**src/rtl/axi_rd_arbiter_pkg.sv**
```systemverilog
// Shared types and constants for the two-requester AXI read arbiter.
// The line geometry must agree with the caches' OFFSET_WIDTH.
package axi_rd_arbiter_pkg;

    localparam int         LINE_WORDS   = 4;
    localparam int         OFFSET_WIDTH = $clog2(LINE_WORDS * 4);
    localparam logic [3:0] ID_I         = 4'd0;
    localparam logic [3:0] ID_D         = 4'd1;
    localparam logic [2:0] SIZE_WORD    = 3'd2;

    typedef enum logic [1:0] {
        IDLE = 2'd0,
        AR   = 2'd1,
        DATA = 2'd2
    } rd_fsm_e;

    typedef struct packed {
        logic [3:0]  id;
        logic [31:0] addr;
        logic [7:0]  len;
        logic [2:0]  size;
    } ar_req_t;

    function automatic ar_req_t mk_ar(input logic [3:0] id, input logic [31:0] addr,
                                      input logic [7:0] len, input logic [2:0] size);
        ar_req_t r;
        r.id   = id;
        r.addr = addr;
        r.len  = len;
        r.size = size;
        return r;
    endfunction

endpackage

```
**src/rtl/axi_rd_arbiter_if.sv**
```systemverilog
// Cache-side request/return signals plus the AXI AR/R channel of the read arbiter.
// 'master' is the arbiter's view, 'slave' the surrounding caches and interconnect.
interface axi_rd_arbiter_if;

    logic        i_rd_req;
    logic [31:0] i_rd_addr;
    logic        i_rd_rdy;
    logic        i_ret_valid;

    logic        d_rd_req;
    logic        d_rd_type;
    logic [1:0]  d_rd_size;
    logic [31:0] d_rd_addr;
    logic        d_rd_rdy;
    logic        d_ret_valid;

    logic        ret_last;
    logic [31:0] ret_data;

    logic        wb_pending;
    logic [27:0] wb_line;

    logic [3:0]  arid;
    logic [31:0] araddr;
    logic [7:0]  arlen;
    logic [2:0]  arsize;
    logic        arvalid;
    logic        arready;

    logic [3:0]  rid;
    logic [31:0] rdata;
    logic        rlast;
    logic        rvalid;
    logic        rready;

    modport master (
        input  i_rd_req, i_rd_addr, d_rd_req, d_rd_type, d_rd_size, d_rd_addr,
               wb_pending, wb_line, arready, rid, rdata, rlast, rvalid,
        output i_rd_rdy, i_ret_valid, d_rd_rdy, d_ret_valid, ret_last, ret_data,
               arid, araddr, arlen, arsize, arvalid, rready
    );

    modport slave (
        output i_rd_req, i_rd_addr, d_rd_req, d_rd_type, d_rd_size, d_rd_addr,
               wb_pending, wb_line, arready, rid, rdata, rlast, rvalid,
        input  i_rd_rdy, i_ret_valid, d_rd_rdy, d_ret_valid, ret_last, ret_data,
               arid, araddr, arlen, arsize, arvalid, rready
    );

endinterface

```
**src/rtl/axi_rd_port_fsm.sv**
```systemverilog
// Per-requester read tracker: IDLE until granted, AR until the address is
// taken, DATA until the registered last beat for this id.
module axi_rd_port_fsm
    import axi_rd_arbiter_pkg::*;
(
    input  logic clk,
    input  logic reset,
    input  logic grant,
    input  logic ar_done,
    input  logic last_beat,
    output logic idle
);

    rd_fsm_e state_q, state_d;

    always_ff @(posedge clk) begin
        if (!reset) state_q <= IDLE;
        else        state_q <= state_d;
    end

    always_comb begin
        state_d = state_q;
        unique case (state_q)
            IDLE:    if (grant)     state_d = AR;
            AR:      if (ar_done)   state_d = DATA;
            DATA:    if (last_beat) state_d = IDLE;
            default:                state_d = IDLE;
        endcase
    end

    always_comb begin
        idle = (state_q == IDLE);
    end

endmodule

```
**src/rtl/axi_rd_arbiter.sv**
```systemverilog
// Shares one AXI AR/R channel pair between icache and dcache, one read
// outstanding per requester, with read data returned through a registered stage.
module axi_rd_arbiter
    import axi_rd_arbiter_pkg::*;
#(
    parameter int         LINE_WORDS = axi_rd_arbiter_pkg::LINE_WORDS,
    parameter logic [3:0] ID_I       = axi_rd_arbiter_pkg::ID_I,
    parameter logic [3:0] ID_D       = axi_rd_arbiter_pkg::ID_D
) (
    input logic              clk,
    input logic              reset,
    axi_rd_arbiter_if.master bus
);

    localparam logic [7:0] LINE_LEN   = 8'(LINE_WORDS - 1);
    localparam logic [1:0] STARVE_MAX = 2'd2;

    ar_req_t     ar_q, ar_d;
    logic        ar_valid_q, ar_valid_d;
    logic [1:0]  starve_q, starve_d;
    logic        ret_vld_i_q, ret_vld_i_d;
    logic        ret_vld_d_q, ret_vld_d_d;
    logic        ret_last_q, ret_last_d;
    logic [31:0] ret_data_q, ret_data_d;

    logic        i_idle, d_idle;
    logic        ar_hs, ar_free, hazard;
    logic        i_cand, d_cand, gnt_i, gnt_d;
    logic        beat_i, beat_d;
    logic [31:0] i_line_addr, d_line_addr;
    logic        unused_i_offset;

    assign unused_i_offset = ^bus.i_rd_addr[OFFSET_WIDTH-1:0];

    // A new AR may be loaded into an empty register or one being drained this cycle.
    always_comb begin
        ar_hs       = ar_valid_q && bus.arready;
        ar_free     = !ar_valid_q || bus.arready;
        hazard      = bus.wb_pending && (bus.wb_line == bus.d_rd_addr[31:OFFSET_WIDTH]);
        i_cand      = reset && bus.i_rd_req && i_idle && ar_free;
        d_cand      = reset && bus.d_rd_req && d_idle && !hazard && ar_free;
        gnt_i       = i_cand && (!d_cand || starve_q == STARVE_MAX);
        gnt_d       = d_cand && !gnt_i;
        i_line_addr = {bus.i_rd_addr[31:OFFSET_WIDTH], {OFFSET_WIDTH{1'b0}}};
        d_line_addr = {bus.d_rd_addr[31:OFFSET_WIDTH], {OFFSET_WIDTH{1'b0}}};
    end

    // Counts consecutive arbitrations the icache lost to the dcache.
    always_comb begin
        starve_d = starve_q;
        if (gnt_i)
            starve_d = '0;
        else if (gnt_d && i_cand && starve_q != STARVE_MAX)
            starve_d = starve_q + 2'd1;
    end

    always_comb begin
        ar_valid_d = ar_valid_q && !bus.arready;
        ar_d       = ar_q;
        if (gnt_d) begin
            ar_valid_d = 1'b1;
            ar_d = bus.d_rd_type ? mk_ar(ID_D, d_line_addr, LINE_LEN, SIZE_WORD)
                                 : mk_ar(ID_D, bus.d_rd_addr, 8'd0, {1'b0, bus.d_rd_size});
        end else if (gnt_i) begin
            ar_valid_d = 1'b1;
            ar_d       = mk_ar(ID_I, i_line_addr, LINE_LEN, SIZE_WORD);
        end
    end

    // Beats for an unknown id or an idle requester are not forwarded.
    always_comb begin
        beat_i      = reset && bus.rvalid && (bus.rid == ID_I) && !i_idle;
        beat_d      = reset && bus.rvalid && (bus.rid == ID_D) && !d_idle;
        ret_vld_i_d = beat_i;
        ret_vld_d_d = beat_d;
        ret_last_d  = (beat_i || beat_d) && bus.rlast;
        ret_data_d  = (beat_i || beat_d) ? bus.rdata : ret_data_q;
    end

    always_ff @(posedge clk) begin
        if (!reset) begin
            ar_valid_q  <= 1'b0;
            ar_q        <= '0;
            starve_q    <= '0;
            ret_vld_i_q <= 1'b0;
            ret_vld_d_q <= 1'b0;
            ret_last_q  <= 1'b0;
            ret_data_q  <= '0;
        end else begin
            ar_valid_q  <= ar_valid_d;
            ar_q        <= ar_d;
            starve_q    <= starve_d;
            ret_vld_i_q <= ret_vld_i_d;
            ret_vld_d_q <= ret_vld_d_d;
            ret_last_q  <= ret_last_d;
            ret_data_q  <= ret_data_d;
        end
    end

    axi_rd_port_fsm u_fsm_i (
        .clk       (clk),
        .reset     (reset),
        .grant     (gnt_i),
        .ar_done   (ar_hs && ar_q.id == ID_I),
        .last_beat (ret_vld_i_q && ret_last_q),
        .idle      (i_idle)
    );

    axi_rd_port_fsm u_fsm_d (
        .clk       (clk),
        .reset     (reset),
        .grant     (gnt_d),
        .ar_done   (ar_hs && ar_q.id == ID_D),
        .last_beat (ret_vld_d_q && ret_last_q),
        .idle      (d_idle)
    );

    assign bus.i_rd_rdy    = gnt_i;
    assign bus.d_rd_rdy    = gnt_d;
    assign bus.arvalid     = ar_valid_q;
    assign bus.arid        = ar_q.id;
    assign bus.araddr      = ar_q.addr;
    assign bus.arlen       = ar_q.len;
    assign bus.arsize      = ar_q.size;
    assign bus.rready      = reset;
    assign bus.i_ret_valid = ret_vld_i_q;
    assign bus.d_ret_valid = ret_vld_d_q;
    assign bus.ret_last    = ret_last_q;
    assign bus.ret_data    = ret_data_q;

    r_beat_routed_a: assert property (@(posedge clk) disable iff (!reset)
        bus.rvalid |-> (beat_i || beat_d))
        else $error("axi_rd_arbiter: R beat with id %0h dropped", bus.rid);

endmodule

```
**src/flat_wrapper.sv**
```systemverilog
// flat-port wrapper written by rule: the top's interface ports become plain ports
module axi_rd_arbiter_flat import axi_rd_arbiter_pkg::*;
#(
    parameter int         LINE_WORDS = axi_rd_arbiter_pkg::LINE_WORDS,
    parameter logic [3:0] ID_I       = axi_rd_arbiter_pkg::ID_I,
    parameter logic [3:0] ID_D       = axi_rd_arbiter_pkg::ID_D
)
  (clk, reset, bus_i_rd_req, bus_i_rd_addr, bus_d_rd_req, bus_d_rd_type, bus_d_rd_size, bus_d_rd_addr, bus_wb_pending, bus_wb_line, bus_arready, bus_rid, bus_rdata, bus_rlast, bus_rvalid, bus_i_rd_rdy, bus_i_ret_valid, bus_d_rd_rdy, bus_d_ret_valid, bus_ret_last, bus_ret_data, bus_arid, bus_araddr, bus_arlen, bus_arsize, bus_arvalid, bus_rready);
  axi_rd_arbiter_if bus_i ();
  input logic clk;
  input logic reset;
  input wire logic [$bits(bus_i.i_rd_req)-1:0] bus_i_rd_req;
  input wire logic [$bits(bus_i.i_rd_addr)-1:0] bus_i_rd_addr;
  input wire logic [$bits(bus_i.d_rd_req)-1:0] bus_d_rd_req;
  input wire logic [$bits(bus_i.d_rd_type)-1:0] bus_d_rd_type;
  input wire logic [$bits(bus_i.d_rd_size)-1:0] bus_d_rd_size;
  input wire logic [$bits(bus_i.d_rd_addr)-1:0] bus_d_rd_addr;
  input wire logic [$bits(bus_i.wb_pending)-1:0] bus_wb_pending;
  input wire logic [$bits(bus_i.wb_line)-1:0] bus_wb_line;
  input wire logic [$bits(bus_i.arready)-1:0] bus_arready;
  input wire logic [$bits(bus_i.rid)-1:0] bus_rid;
  input wire logic [$bits(bus_i.rdata)-1:0] bus_rdata;
  input wire logic [$bits(bus_i.rlast)-1:0] bus_rlast;
  input wire logic [$bits(bus_i.rvalid)-1:0] bus_rvalid;
  output wire logic [$bits(bus_i.i_rd_rdy)-1:0] bus_i_rd_rdy;
  output wire logic [$bits(bus_i.i_ret_valid)-1:0] bus_i_ret_valid;
  output wire logic [$bits(bus_i.d_rd_rdy)-1:0] bus_d_rd_rdy;
  output wire logic [$bits(bus_i.d_ret_valid)-1:0] bus_d_ret_valid;
  output wire logic [$bits(bus_i.ret_last)-1:0] bus_ret_last;
  output wire logic [$bits(bus_i.ret_data)-1:0] bus_ret_data;
  output wire logic [$bits(bus_i.arid)-1:0] bus_arid;
  output wire logic [$bits(bus_i.araddr)-1:0] bus_araddr;
  output wire logic [$bits(bus_i.arlen)-1:0] bus_arlen;
  output wire logic [$bits(bus_i.arsize)-1:0] bus_arsize;
  output wire logic [$bits(bus_i.arvalid)-1:0] bus_arvalid;
  output wire logic [$bits(bus_i.rready)-1:0] bus_rready;
  assign bus_i.i_rd_req = bus_i_rd_req;
  assign bus_i.i_rd_addr = bus_i_rd_addr;
  assign bus_i.d_rd_req = bus_d_rd_req;
  assign bus_i.d_rd_type = bus_d_rd_type;
  assign bus_i.d_rd_size = bus_d_rd_size;
  assign bus_i.d_rd_addr = bus_d_rd_addr;
  assign bus_i.wb_pending = bus_wb_pending;
  assign bus_i.wb_line = bus_wb_line;
  assign bus_i.arready = bus_arready;
  assign bus_i.rid = bus_rid;
  assign bus_i.rdata = bus_rdata;
  assign bus_i.rlast = bus_rlast;
  assign bus_i.rvalid = bus_rvalid;
  assign bus_i_rd_rdy = bus_i.i_rd_rdy;
  assign bus_i_ret_valid = bus_i.i_ret_valid;
  assign bus_d_rd_rdy = bus_i.d_rd_rdy;
  assign bus_d_ret_valid = bus_i.d_ret_valid;
  assign bus_ret_last = bus_i.ret_last;
  assign bus_ret_data = bus_i.ret_data;
  assign bus_arid = bus_i.arid;
  assign bus_araddr = bus_i.araddr;
  assign bus_arlen = bus_i.arlen;
  assign bus_arsize = bus_i.arsize;
  assign bus_arvalid = bus_i.arvalid;
  assign bus_rready = bus_i.rready;
  axi_rd_arbiter #(.LINE_WORDS(LINE_WORDS), .ID_I(ID_I), .ID_D(ID_D)) u_core (.clk(clk), .reset(reset), .bus(bus_i));
endmodule
```
**config.mk**
```make
export PLATFORM = sky130hd
export DESIGN_NAME = axi_rd_arbiter_flat
export DESIGN_NICKNAME = d
export VERILOG_FILES = /design/src/rtl/axi_rd_arbiter_pkg.sv /design/src/rtl/axi_rd_arbiter_if.sv /design/src/rtl/axi_rd_port_fsm.sv /design/src/rtl/axi_rd_arbiter.sv /design/src/flat_wrapper.sv
export SDC_FILE = /design/constraint.sdc
export NUM_CORES = 1
export LEC_CHECK = 0
export ABC_AREA = 1
export BUFFER_PORTS_ARGS = -buffer_cell sky130_fd_sc_hd__buf_2
export CAP_MARGIN = 20
export CORE_MARGIN = 8
export CORE_UTILIZATION = 43
export CTS_BUF_LIST = sky130_fd_sc_hd__clkbuf_8 sky130_fd_sc_hd__clkbuf_16
export DETAILED_ROUTE_END_ITERATION = 6
export HOLD_SLACK_MARGIN = 0.12
export MAX_ROUTING_LAYER = met4
export PLACE_DENSITY = 0.76
export SETUP_SLACK_MARGIN = 0.5
export SYNTH_ARGS = -nofsm -noshare
export SYNTH_HDL_FRONTEND = slang
export SYNTH_SLANG_ARGS = --single-unit
```
**constraint.sdc**
```tcl
create_clock -name clk -period 3.9 [get_ports clk]
set_clock_uncertainty 0.2 [all_clocks]
set_input_delay 0.195 -clock clk [delete_from_list [all_inputs] [get_ports clk]]
set_output_delay 0.195 -clock clk [all_outputs]
set_load 0.05 [all_outputs]
```
# After elaboration in Yosys (flattened, before gate mapping)

Index checks and enable logic that the tools add are counted.

Bits of input ports: 139
Register bits after elaboration: 89
Output and inout port bits: 86

Mux-type cells: 13
Reductions and logical operators: 42
$add $sub $neg: 1
Bitwise operators: 1
Equality and inequality tests: 15

Operators with widths:

| operator            | count |
|---|---|
| $mux 47             | 2 |
| $eq 28x28->1        | 1 |
| $logic_and 1x1->1   | 24 |
| $mux 15             | 1 |
| $ne 2x2->1 const B  | 7 |
| $mux 2              | 6 |
| $pmux 2 s3          | 2 |
| $eq 4x1->1 const B  | 2 |
| $logic_not 4->1     | 2 |
| $logic_not 1->1     | 7 |
| $eq 2x2->1 const B  | 3 |
| $reduce_and 3->1    | 2 |
| $eq 2x1->1 const B  | 2 |
| $logic_not 2->1     | 2 |
| $logic_or 1x1->1    | 3 |
| $add 2x1->2 const B | 1 |
| $mux 1              | 2 |
| $reduce_bool 2->1   | 1 |
| $reduce_or 2->1     | 1 |
| $not 1->1           | 1 |

# Logic depth before layout (Yosys ltp)

Word-level depth: 12
Depth in mapped cells: 17
Mapped depth without buffers: 15

# By module

From an unflattened synthesis, not the netlist that was laid out.

Cells, all modules: 639
Area total of the unflattened synthesis: 4172.8 sq um

Modules (own cells, without submodules):

| module          | seq. area each (sq um) | area each (sq um) | cells an instance | instances |
|---|---|---|---|---|
| axi_rd_arbiter  | 1481.4                 | 3980.1            | 609               | 1 |
| axi_rd_port_fsm | 40.0                   | 96.3              | 15                | 2 |

# Worst setup path after synthesis

No wires, ideal clock.

Path kind: reg-to-reg
From: register u_core.ar_valid_q, in the netlist u_core.bus.arvalid
To: register u_core.ar_q (netlist bit u_core.bus.araddr[23])
Buffers on the path: 1
Required time: 3644 ps
Path slack: 1841 ps
Arrival: 1803 ps
Period minus slack after synthesis: 2059 ps
Stages on the path, launching flop included: 12
Cells stage by stage: dfxtp_1 inv_1 nor2_1 nor2_1 nand3_1 o211ai_2 inv_2 buf_2 nand2_1 nand3_1 nand2_1 inv_1

Word-level cells in the longest chain between the ends: 9
Elaborated cells on any way between the ends: 11
Those cells by class: mux: 1; reduce/logical: 10

RTL lines:

| item                                                | line                 | RTL |
|---|---|---|
| from (decl)                                         | axi_rd_arbiter.sv:19 | `logic ar_valid_q, ar_valid_d;` |
| from (signal assigned)                              | axi_rd_arbiter.sv:90 | `ar_valid_q <= ar_valid_d;` |
| $logic_not 1->1 (*)                                 | axi_rd_arbiter.sv:38 | `ar_free = !ar_valid_q \|\| bus.arready;` |
| $logic_or 1x1->1 (*)                                | axi_rd_arbiter.sv:38 |  |
| $logic_and 1x1->1                                   | axi_rd_arbiter.sv:41 | `d_cand = reset && bus.d_rd_req && d_idle && !hazard && ar_free;` |
| $logic_not 1->1                                     | axi_rd_arbiter.sv:42 | `gnt_i = i_cand && (!d_cand \|\| starve_q == STARVE_MAX);` |
| $logic_or 1x1->1                                    | axi_rd_arbiter.sv:42 |  |
| $logic_and 1x1->1                                   | axi_rd_arbiter.sv:42 |  |
| $logic_not 1->1                                     | axi_rd_arbiter.sv:43 | `gnt_d = d_cand && !gnt_i;` |
| $logic_and 1x1->1 (*)                               | axi_rd_arbiter.sv:43 |  |
| via bus_d_rd_rdy                                    | flat_wrapper.sv:27   | `output wire logic [$bits(bus_i.d_rd_rdy)-1:0] bus_d_rd_rdy;` |
| $mux 47 / $reduce_bool 2->1 (equally long branches) | n/a                  |  |
| to (signal assigned)                                | axi_rd_arbiter.sv:91 | `ar_q <= ar_d;` |
| to (decl)                                           | axi_rd_arbiter.sv:18 | `ar_req_t ar_q, ar_d;` |

Mark *: on every way through the listed nets, which the timed path passes. The rest lies on a longest branch.
A chain may end at the register's enable or synchronous reset.

# Final worst setup path

From: input reset
To: register u_core.ar_q (netlist bit u_core.bus.araddr[1])

Word-level cells in the longest chain between the ends: 10
Elaborated cells on any way between the ends: 14
Those cells by class: mux: 1; reduce/logical: 13

RTL lines:

| item                                                | line                 | RTL |
|---|---|---|
| from (decl)                                         | flat_wrapper.sv:11   | `input logic reset;` |
| $logic_and 1x1->1 (4 in series)                     | axi_rd_arbiter.sv:41 |  |
| $logic_not 1->1                                     | axi_rd_arbiter.sv:42 |  |
| $logic_or 1x1->1                                    | axi_rd_arbiter.sv:42 |  |
| $logic_and 1x1->1                                   | axi_rd_arbiter.sv:42 |  |
| $logic_not 1->1                                     | axi_rd_arbiter.sv:43 |  |
| $logic_and 1x1->1                                   | axi_rd_arbiter.sv:43 |  |
| $mux 47 / $reduce_bool 2->1 (equally long branches) | n/a                  |  |

Parallel ways exist; a longest one is shown, timed or not.

==> summary.md <==
| Metric | Value |
|---|---|
| Worst slew pin tran | 540 ps |
| Critical-path top delay cell | dlygate4sd3_1 |
| Num Clock Sinks | ~80 |
| Avg Cell Area, Syn | approximately 6.2 µm² |
| Detailed placement HPWL | slightly above 9 mm |
| Synth-to-layout area growth | 59.5% |
| Row cnt | 35 |
| Routed WL | between 10 and 15 mm |
| Period utilisation layout | 0.820 |
| Yosys cell types | 29 |
| Router iterations before antenna repair | 5 |
| DR vias | 4939 |
| CTS tree | built |
| Maxcap violations | 0 |
| DP Worst Slack | 1310 ps |
| Final setup vio count | 0 |
| ANT nets after route | 0 |
| Number of global-route vias before repair | 4975 |
| Largest family of logic cells by synthesized area | simple AND/OR/NAND/NOR gates |
| Core box area | 9060 µm² |
| CTS max path bufs | 2 |
| Data arrival time of the critical path | roughly 3200 ps |
| Max incr delay on CP | between 500 and 600 ps |
| Fin. Hold Viols | 0 |
| IO Pins | ~230 |
| Fin nets | between 1000 and 1500 |
| Clk_lat worst skew | 340 ps |
| Largest net degree at the start of global routing | 44 |
| Power Density | between 300 and 400 nW/µm² |
| DR iter-0 viols | 365 |
| H-tree depth | 3 |
| CP required | 3940 ps |
| Final Util | 0.695 |
| Peak supply drop | 0.000249 V |
| Power Total | roughly 2.4 mW |
| Initial antenna violation count | 1 |
| Non-filler cells, final | ~1100 |
| Max_slew headroom | 0.640 |
| XOR/XNOR share of the synthesized area | 0.0133 |
| Leakage | 3.61 nW |
| Area of the die | 12500 µm² |
| Cells after Synth | approximately 630 |
| Post-synthesis mux area share | 0 |
| Gp weighted congestion | about 0.80 |
| Status | completed |
| Per-cell routed wire length | roughly 14 µm |
| First-pass GRT wire length | approximately 23 mm |
| RSZ-0062 raised after global routing | yes |
| Register area share after synthesis | 0.395 |
| Initial core utilization | 0.436 |
| PnR worst setup slack | around 700 ps |
| Setup TNS | 0 ps |
| Root Driver | clkbuf_8 |
| Adder-Cell Fraction of Synth Area | 0.00317 |
| Synth Register Bits | 78 |
| Post-Synth Simple-Gate Area | 0.303 |
| Yosys warns | 0 |
| Mapped Area | around 4000 µm² |
| DIE HEIGHT | 112 µm |
| CTS buffer count | 9 |
| GRT Total Usage | 0.237 |
| Gr ovfl total | 0 |
| Fmax | between 300 and 400 MHz |
| CP endpoint kind | flip-flop |
| Share of cells above drive strength 1 | 0.252 |
| Final Max Slew Viols | 0 |
| Post-CTS Setup Inserts | 0 |
| Crit path max fanout | 31 |
| Clk slew on worst S/H paths | 80 ps |
| Crit path kind | in -> reg |
| Final min period | ~3200 ps |
| Post-synthesis compound-gate area fraction | 0.113 |
| Vias/cell | between 4 and 5 |
| DRC errors left | 0 |
| CP Launch Type | input pin |
| Die X | 112 µm |
| HP Class | reg -> reg |
| Placed Instances | roughly 930 |
| # port buffers | 210 |
| Crit-path cells | dlygate4sd3_1 > buf_2 > inv_2 > nor2_1 > nand3_1 > o211ai_2 > buf_4 > nor2_1 > nand2_1 > dlygate4sd3_1 > a21oi_1 |
[cell usage after synthesis (all sizes together)]
master	number	area, µm²
a211o	1	8.76
a211oi	1	7.51
a21boi	1	7.51
a21oi	10	50.1
buf	27	176
clkbuf	10	37.5
conb	1	3.75
dfxtp	78	1560
ha	1	12.5
inv	123	462
nand2	176	661
nand3	34	170
nand4	1	6.26
nor2	89	334
nor3	2	15.0
nor4	1	12.5
o211a	1	10.0
o211ai	1	12.5
o21ai	66	330
o21bai	1	7.51
o22ai	2	12.5
xnor2	4	35.0
xor2	2	17.5
[per-stage QoR]
step	hold WS, ps	area, µm²
2_1_floorplan	73.2	3990
3_3_place_gp	191	5000
3_5_place_dp	192	5000
4_1_cts	272	6290
5_1_grt	280	6300
6_report	271	6300
[power by group]
| part | internal [mW] | switching, mW | leakage, nW | total (mW) |
|---|---|---|---|---|
| Sequential | 0.876 | 0.0389 | 0.637 | 0.915 |
| Clock | 0.260 | 0.327 | 0.0918 | 0.587 |
| Combinational | 0.324 | 0.601 | 2.88 | 0.925 |
| Total | 1.46 | 0.967 | 3.61 | 2.43 |
[area by class of cell]
class / count / area (µm²)
clock inverter: 6 / 52.6
inverter: 123 / 462
multi-input combinational: 404 / 1760
tap: 111 / 139
clock buffer: 10 / 138
sequential: 78 / 1560
fill: 720 / 2760
timing repair buffer: 325 / 2190
antenna: 1 / 2.50
[cell usage in the layout, fill, tap and decap left out, types with 2 or more instances in the layout]
| cell type | synthesis | final |
|---|---|---|
| a21oi_1 | 10 | 10 |
| buf_2 | 12 | 210 |
| buf_4 | 12 | 4 |
| clkbuf_8 | 0 | 10 |
| clkinvlp_4 | 0 | 2 |
| conb_1 | 1 | 10 |
| dfxtp_1 | 78 | 78 |
| dlygate4sd3_1 | 0 | 110 |
| inv_1 | 120 | 120 |
| inv_2 | 3 | 3 |
| inv_6 | 0 | 3 |
| nand2_1 | 176 | 175 |
| nand3_1 | 34 | 34 |
| nor2_1 | 89 | 89 |
| o21ai_0 | 57 | 57 |
| o21ai_1 | 9 | 9 |
| o22ai_1 | 2 | 2 |
| xnor2_1 | 4 | 4 |
| xor2_1 | 2 | 2 |
[state kept, by name, summed over array words and instances, names as in the netlist, 2 cells and up]
register                flops
u_core.u_fsm_d.state_q      2
u_core.bus.ret_data        32
u_core.u_fsm_i.state_q      2
u_core.bus.arsize           2
u_core.starve_q             2
u_core.bus.araddr          32
[kinds of logic (layout without fill, tap and decap cells)]
group           count (synthesis)  count (layout)
compound gates                 84              84
flops                          78              78
xor+xnor                        6               6
fa+ha+maj                       1               1
simple gates                  303             303
other cells                     1              11
buf+inv                       160             464
[worst paths after layout]
check | from | endpoint | slack, ps | cells past startpoint
setup / recovery | reset | u_core.bus.araddr[1] | 700 | 11
hold / removal | u_core.bus.araddr[0] | u_core.bus.araddr[0] | 270 | 2
setup reg to reg | u_core.bus.arvalid | u_core.bus.araddr[1] | 1190 | 10
hold reg to reg | u_core.bus.araddr[0] | u_core.bus.araddr[0] | 270 | 2
[repair_timing]
action,in CTS,in global routing
hold buffers,110,0
endpoints found under the setup margin,0,25
gates resized for setup,0,2
hold endpoints to repair,76,0
[critical path, delay by kind of cell]
kind	cells	cell delay [ps]
AOI/OAI and AO/OA	2	300
buffers and inverters	5	2070
and+or+nand+nor	4	640
[routing by layer]
metal,part of all wire,track usage,wire (µm),up-vias
met5,0,-,0,-
met4,0.028,0.110,413,0
met3,0.075,0.0606,1100,39
met2,0.50,0.411,7290,240
met1,0.40,0.247,5870,2172
li1,-,-,-,2488
Power figures use the tool's default switching activity.
